File: config.mk
export PLATFORM = sky130hd
export DESIGN_NAME = clique_enum_seq_flat
export DESIGN_NICKNAME = d
export VERILOG_FILES = /design/src/rtl/clique_enum_seq_if.sv /design/src/rtl/clique_enum_seq.sv /design/src/flat_wrapper.sv
export SDC_FILE = /design/constraint.sdc
export NUM_CORES = 1
export LEC_CHECK = 0
export ABC_AREA = 1
export CORE_ASPECT_RATIO = 2
export CORE_MARGIN = 1
export CORE_UTILIZATION = 35
export CTS_CLUSTER_SIZE = 10
export DETAILED_ROUTE_END_ITERATION = 6
export DONT_BUFFER_PORTS = 1
export SYNTH_ARGS = -nofsm -noshare
export SYNTH_HDL_FRONTEND = slang
export SYNTH_SLANG_ARGS = --single-unit
File: constraint.sdc
create_clock -name clk -period 5.55 [get_ports clk]
set_input_delay 1.11 -clock clk [delete_from_list [all_inputs] [get_ports clk]]
set_output_delay 1.11 -clock clk [all_outputs]
set_load 0.05 [all_outputs]
File: src/rtl/clique_enum_seq_if.sv
// Clique stream interface: one N-bit vertex mask per valid/ready handshake.
//   clique_valid : producer -> consumer, mask is a complete clique
//   clique_ready : consumer -> producer, accepts the current mask
//   clique_mask  : producer -> consumer, bit v set = vertex v in clique
interface clique_enum_seq_if #(
    parameter int unsigned N = 8
) ();
    logic         clique_valid;
    logic         clique_ready;
    logic [N-1:0] clique_mask;

    modport master (
        output clique_valid,
        output clique_mask,
        input  clique_ready
    );

    modport slave (
        input  clique_valid,
        input  clique_mask,
        output clique_ready
    );
endinterface

File: src/rtl/clique_enum_seq.sv
// Sequential k-clique enumerator. Depth-first search over an explicit stack
// of candidate sets, one step per cycle; every k-clique is streamed as a
// vertex mask in lexicographic order of its sorted vertex list.
//   clk, rst     : clock, asynchronous active-high reset
//   start, k     : one-cycle request and clique size (sampled in IDLE)
//   adj_matrix   : N*N adjacency, bit i*N+j = edge i->j (sampled with start)
//   abort        : cancels a running search
//   busy, done   : search in progress / one-cycle end-of-search pulse
//   err          : k invalid for the last start
//   cq           : clique stream (valid/ready/mask)
//   num_cliques  : cliques accepted so far (saturating), overflow on saturation
module clique_enum_seq #(
    parameter int unsigned N     = 8,
    parameter int unsigned KMAX  = 5,
    parameter int unsigned K_W   = 5,
    parameter int unsigned CNT_W = 16
) (
    input  logic                   clk,
    input  logic                   rst,
    input  logic                   start,
    input  logic                   abort,
    input  logic [K_W-1:0]         k,
    input  logic [N*N-1:0]         adj_matrix,
    output logic                   busy,
    output logic                   done,
    output logic                   err,
    clique_enum_seq_if.master      cq,
    output logic [CNT_W-1:0]       num_cliques,
    output logic                   overflow
);

    localparam int unsigned VW   = (N > 1) ? $clog2(N) : 1;
    localparam int unsigned NA   = 1 << VW;
    localparam int unsigned DW   = $clog2(KMAX + 1);
    localparam int unsigned DA   = 1 << DW;
    localparam int unsigned KLIM = (KMAX < N) ? KMAX : N;

    localparam logic [1:0] S_IDLE   = 2'd0;
    localparam logic [1:0] S_SEARCH = 2'd1;
    localparam logic [1:0] S_EMIT   = 2'd2;
    localparam logic [1:0] S_DONE   = 2'd3;

    logic [1:0]    state;
    logic [1:0]    nxt;

    logic [N-1:0]  adj    [NA];
    logic [N-1:0]  cand   [DA];
    logic [VW-1:0] chosen [DA];
    logic [DW-1:0] d;
    logic [DW-1:0] k_r;
    logic          valid_q;
    logic [N-1:0]  mask_q;

    logic          k_ok;
    logic          handshake;
    logic [N-1:0]  adj_sym [NA];
    logic [N-1:0]  cur_cand;
    logic [VW-1:0] v_sel;
    logic [N-1:0]  rem_cand;
    logic [N-1:0]  next_cand;
    logic [N-1:0]  emit_mask;

    assign cq.clique_valid = valid_q;
    assign cq.clique_mask  = mask_q;

    assign k_ok      = (k != '0) && (32'(k) <= KLIM);
    assign handshake = valid_q && cq.clique_ready;

    // Lowest set bit picks the next branch, which yields lexicographic order.
    function automatic logic [VW-1:0] lowest(input logic [N-1:0] x);
        logic [VW-1:0] r;
        r = '0;
        for (int i = int'(N) - 1; i >= 0; i--) begin
            if (x[i]) r = VW'(i);
        end
        return r;
    endfunction

    // Only mutual edges count; the diagonal is dropped.
    always_comb begin
        for (int i = 0; i < int'(NA); i++) adj_sym[i] = '0;
        for (int i = 0; i < int'(N); i++) begin
            for (int j = 0; j < int'(N); j++) begin
                if (i != j) adj_sym[i][j] = adj_matrix[i*N + j] & adj_matrix[j*N + i];
            end
        end
    end

    // One search step and the mask of the current full stack.
    always_comb begin
        cur_cand  = cand[d];
        v_sel     = lowest(cur_cand);
        rem_cand  = cur_cand & ~(N'(1) << v_sel);
        next_cand = rem_cand & adj[v_sel];
        emit_mask = '0;
        for (int unsigned i = 0; i < KMAX; i++) begin
            if (i < 32'(k_r)) emit_mask = emit_mask | (N'(1) << chosen[DW'(i)]);
        end
    end

    // State register.
    always_ff @(posedge clk or posedge rst) begin
        if (rst) state <= S_IDLE;
        else     state <= nxt;
    end

    // Next-state logic.
    always_comb begin
        nxt = state;
        case (state)
            S_IDLE: begin
                if (start) nxt = k_ok ? S_SEARCH : S_DONE;
            end
            S_SEARCH: begin
                if (abort)                              nxt = S_DONE;
                else if (d == k_r)                      nxt = S_EMIT;
                else if (cur_cand == '0 && d == '0)     nxt = S_DONE;
            end
            S_EMIT: begin
                if (abort)          nxt = S_DONE;
                else if (handshake) nxt = S_SEARCH;
            end
            S_DONE:  nxt = S_IDLE;
            default: nxt = S_IDLE;
        endcase
    end

    // Datapath, stack and registered outputs.
    always_ff @(posedge clk or posedge rst) begin
        if (rst) begin
            busy        <= 1'b0;
            done        <= 1'b0;
            err         <= 1'b0;
            valid_q     <= 1'b0;
            mask_q      <= '0;
            num_cliques <= '0;
            overflow    <= 1'b0;
            d           <= '0;
            k_r         <= '0;
            for (int i = 0; i < int'(DA); i++) begin
                cand[i]   <= '0;
                chosen[i] <= '0;
            end
            for (int i = 0; i < int'(NA); i++) adj[i] <= '0;
        end else begin
            busy <= (nxt == S_SEARCH) || (nxt == S_EMIT);
            done <= (nxt == S_DONE);
            case (state)
                S_IDLE: begin
                    if (start) begin
                        err         <= !k_ok;
                        num_cliques <= '0;
                        overflow    <= 1'b0;
                        if (k_ok) begin
                            for (int i = 0; i < int'(NA); i++) adj[i] <= adj_sym[i];
                            k_r     <= DW'(k);
                            cand[0] <= '1;
                            d       <= '0;
                        end
                    end
                end
                S_SEARCH: begin
                    if (!abort) begin
                        if (d == k_r) begin
                            mask_q  <= emit_mask;
                            valid_q <= 1'b1;
                        end else if (cur_cand != '0) begin
                            cand[d]           <= rem_cand;
                            chosen[d]         <= v_sel;
                            cand[d + DW'(1)]  <= next_cand;
                            d                 <= d + DW'(1);
                        end else if (d != '0) begin
                            d <= d - DW'(1);
                        end
                    end
                end
                S_EMIT: begin
                    if (abort) begin
                        valid_q <= 1'b0;
                    end else if (handshake) begin
                        valid_q <= 1'b0;
                        d       <= d - DW'(1);
                        if (num_cliques == '1) overflow    <= 1'b1;
                        else                   num_cliques <= num_cliques + CNT_W'(1);
                    end
                end
                default: ;
            endcase
        end
    end

endmodule

File: src/flat_wrapper.sv
// flat-port wrapper written by rule: the top's interface ports become plain ports
module clique_enum_seq_flat 
#(
    parameter int unsigned N     = 8,
    parameter int unsigned KMAX  = 5,
    parameter int unsigned K_W   = 5,
    parameter int unsigned CNT_W = 16
)
  (clk, rst, start, abort, k, adj_matrix, busy, done, err, num_cliques, overflow, cq_clique_valid, cq_clique_mask, cq_clique_ready);
  clique_enum_seq_if #(.N(N)) cq_i ();
  input  logic clk;
  input  logic rst;
  input  logic start;
  input  logic abort;
  input  logic [K_W-1:0] k;
  input  logic [N*N-1:0] adj_matrix;
  output logic busy;
  output logic done;
  output logic err;
  output logic [CNT_W-1:0] num_cliques;
  output logic overflow;
  output wire logic [$bits(cq_i.clique_valid)-1:0] cq_clique_valid;
  output wire logic [$bits(cq_i.clique_mask)-1:0] cq_clique_mask;
  input wire logic [$bits(cq_i.clique_ready)-1:0] cq_clique_ready;
  assign cq_clique_valid = cq_i.clique_valid;
  assign cq_clique_mask = cq_i.clique_mask;
  assign cq_i.clique_ready = cq_clique_ready;
  clique_enum_seq #(.N(N), .KMAX(KMAX), .K_W(K_W), .CNT_W(CNT_W)) u_core (.clk(clk), .rst(rst), .start(start), .abort(abort), .k(k), .adj_matrix(adj_matrix), .busy(busy), .done(done), .err(err), .cq(cq_i), .num_cliques(num_cliques), .overflow(overflow));
endmodule
==> impl_metrics.ini <==
[global_routing]
grt_pass1_wl_um = 41100
grt-ovfl-total = 0
grt_max_degree = 104
grtUsageTotal_pct = 21.4
grt_pass1_vias = 7815
grt_antenna_before_repair = 0

[sta]
worst_pin_slew_ns = 1.05
rsz0062_at_grt = false
slew_violations = 0
hold_violations = 0
setup_slack_ns = 1.21
setup_tns_ns = 0
clock.fmax_mhz = 230
period_share_pct = 78.2
period_minus_slack_ns = 4.34
setup_violations = 0
slew-limit-headroom_pct = 29.8
finalClockSkew_ns = 0.00800

[worst_setup_path]
crit_arrival_ns = 4.66
critPathCaptureType = flop
cp.required_ns = 5.87
crit_type = reg2reg
start_kind = flop
path_max_fanout = 20

[route]
avgRoutedWirePerCell_um = 17.5
routed_wl_um = 26000
vias = 7890
drc_errors = 0
drt_pass1_iterations = 7
via_per_inst = 5.31
drt_iter0_drc = 531
drtAntennaViolNets = 0

[floorplanning]
ios = 103
die_x_um = 113
start_util_pct = 35.8
die-area_um2 = 25200
coreArea_um2 = 24000
die_h_um = 224
rows = 80

[yosys]
synth.avg_cell_area_um2 = 7.15
synthMuxAreaShare_pct = 0.393
synthAdderAreaFrac_pct = 1.46
async_reset_ff_share_pct = 100
yosysUniqueCellTypes = 52
synth_seq_cells = 144
synth-simple-area-share_pct = 29.2
synthesis.area_um2 = 8600
syn_nets = 1286
syn_inst = 1202
synth-main-ff-cell = dfrtp_1
seq_area_frac_synth_pct = 41.9
synth-edff-count = 0
synth_compound_area_share_pct = 16.0
synth_top_family_by_area = simple AND/OR/NAND/NOR gates
synth_warnings = 0
synth_xor_area_share_pct = 0.509

[layout]
final_net_count = 1271
regArea_um2 = 3600
antenna_cells = 0
final_cell_mix = nand2_1, inv_1, dfrtp_1, nand3_1, o21ai_0
drive_gt1_share_pct = 6.25
layout.cells.non_filler = 1487
syn_to_final_growth_pct = 8.94
nFillCells = 2497
final_common_cell = nand2_1
multiInputGateArea_um2 = 4100
design_area_um2 = 9370

[power_and_ir_drop]
vdd_drop_max_v = 0.000363
p_leak_nw = 4.56
power_density_nw_per_um2 = 641
power_w = 0.00600

[clock_network]
cts_made_buffers = 17
cts.clk_slew.worst_paths_ns = 0.06
cts_max_level = 4
clkSinkCount = 144
post-cts-setup-buffers = 0
hold_buffers = 0
cts_tree = built
cts_resized = 0
cts-root-buf = clkbuf_16
cts_buffer_depth = 2
clock_latency_ns = 0.43

[place]
portBuffers = 0
dp.final_hpwl_um = 18900
placed_cells = 1455
placed_area_um2 = 8770
place.gp.congestion = 0.931
pre_cts_slack_ns = 1.32

[worst_hold_path]
min_path_type = reg2reg

[run]
drv_cap = 0

[outcome]
status = completed
kinds of logic (layout without fill, tap and decap cells):
logic type / after synthesis / in the layout
buf+inv: 215 / 213
compound gates: 226 / 226
mux: 3 / 3
xor+xnor: 5 / 5
fa+ha+maj: 10 / 10
flops: 144 / 144
simple gates: 599 / 599
final cells by class:
type	count	share of cell area, %
multi-input cells	843	43.8
flip-flops and latches	144	38.5
inverters	176	7.11
clock inverters	9	1.40
clock buffers	23	5.00
well taps	287	3.83
repair buffers	5	0.401
layer usage:
metal  routed length [um]  global-route usage [%]  up-vias
met5                    0                       0        -
met4                 1790                    16.0        0
met3                 1050                    3.46       89
met2                13900                    39.6      227
met1                 9230                    21.0     3725
li1                     -                       -     3849
sequential cells by signal, indices dropped and copies added, names as in the netlist, 2 cells and up:
signal                 flops
u_core.adj                28
u_core.cand               64
u_core.chosen             15
u_core.cq.clique_mask      8
u_core.d                   3
u_core.k_r                 3
u_core.num_cliques        16
u_core.state               2
per-stage QoR:
stage / util, % / hold WS [ns]
6_report: 39.0 / 0.464
5_1_grt: 39.0 / 0.484
4_1_cts: 39.0 / 0.470
3_5_place_dp: 36.5 / 0.454
3_3_place_gp: 36.5 / 0.448
2_1_floorplan: - / 0.436
worst paths after layout:
path | depth (start not counted) | slack (ns) | start | end
hold reg to reg | 2 | 0.46 | u_core.cand[16] | u_core.cand[16]
max in group asynchronous | 2 | 3.73 | rst | u_core.num_cliques[15]
hold / removal | 2 | 0.46 | u_core.cand[16] | u_core.cand[16]
setup reg to reg | 22 | 1.21 | u_core.d[2] | u_core.cand[19]
min in group asynchronous | 1 | 0.71 | rst | u_core.adj[53]
setup / recovery | 22 | 1.21 | u_core.d[2] | u_core.cand[19]
synthesized netlist by cell type (2+ instances only):
master     instances  area, um2
nand2_1          353       1330
inv_1            167        627
dfrtp_1          144       3600
nand3_1          106        531
o21ai_0           96        480
nor2_1            83        312
a21oi_1           31        155
o21ai_1           27        135
nand4_1           16        100
nor3_1            16       80.1
o21a_1            16        120
buf_2             15       75.1
clkbuf_1          10       37.5
ha_1              10        125
inv_2              9       33.8
buf_4              8       60.1
a22oi_1            7       52.6
a2bb2oi_1          7       61.3
nand2_2            7       43.8
o211ai_1           7       52.6
buf_6              6       67.6
o31ai_1            6       45.0
nor2_2             5       31.3
o22ai_1            5       31.3
or2_2              4       25.0
xnor2_1            4       35.0
a31oi_1            3       18.8
and2_1             3       18.8
mux2_2             3       33.8
a311oi_1           2       17.5
nand3_2            2       20.0
nor4_1             2       12.5
o21ai_2            2       17.5
o41ai_1            2       17.5
worst max-delay path, stage by stage, from the launching register on:
cell and delay (ns):
dfrtp_1 0.74, inv_2 0.23, nor2_1 0.33, nand3_1 0.28, nand2_1 0.14, inv_2 0.04
nand2_1 0.10, nand2_1 0.07, nand2_1 0.07, nand2_1 0.04, nand2_1 0.05, nand2_1 0.09
nand2_2 0.24, nand2_2 0.33, nor2_1 0.23, nand2_1 0.07, nand2_1 0.26, inv_1 0.23
and2_1 0.33, nand2_1 0.09, o21ai_0 0.13, nand2_1 0.09, nand2_1 0.05
where the power goes:
part,internal (W),switching (W)
Combinational,0.000804,0.00219
Clock,0.000730,0.000451
Sequential,0.00143,0.000387
Total,0.00297,0.00303
Note: power is estimated with default switching activity, not from simulation.
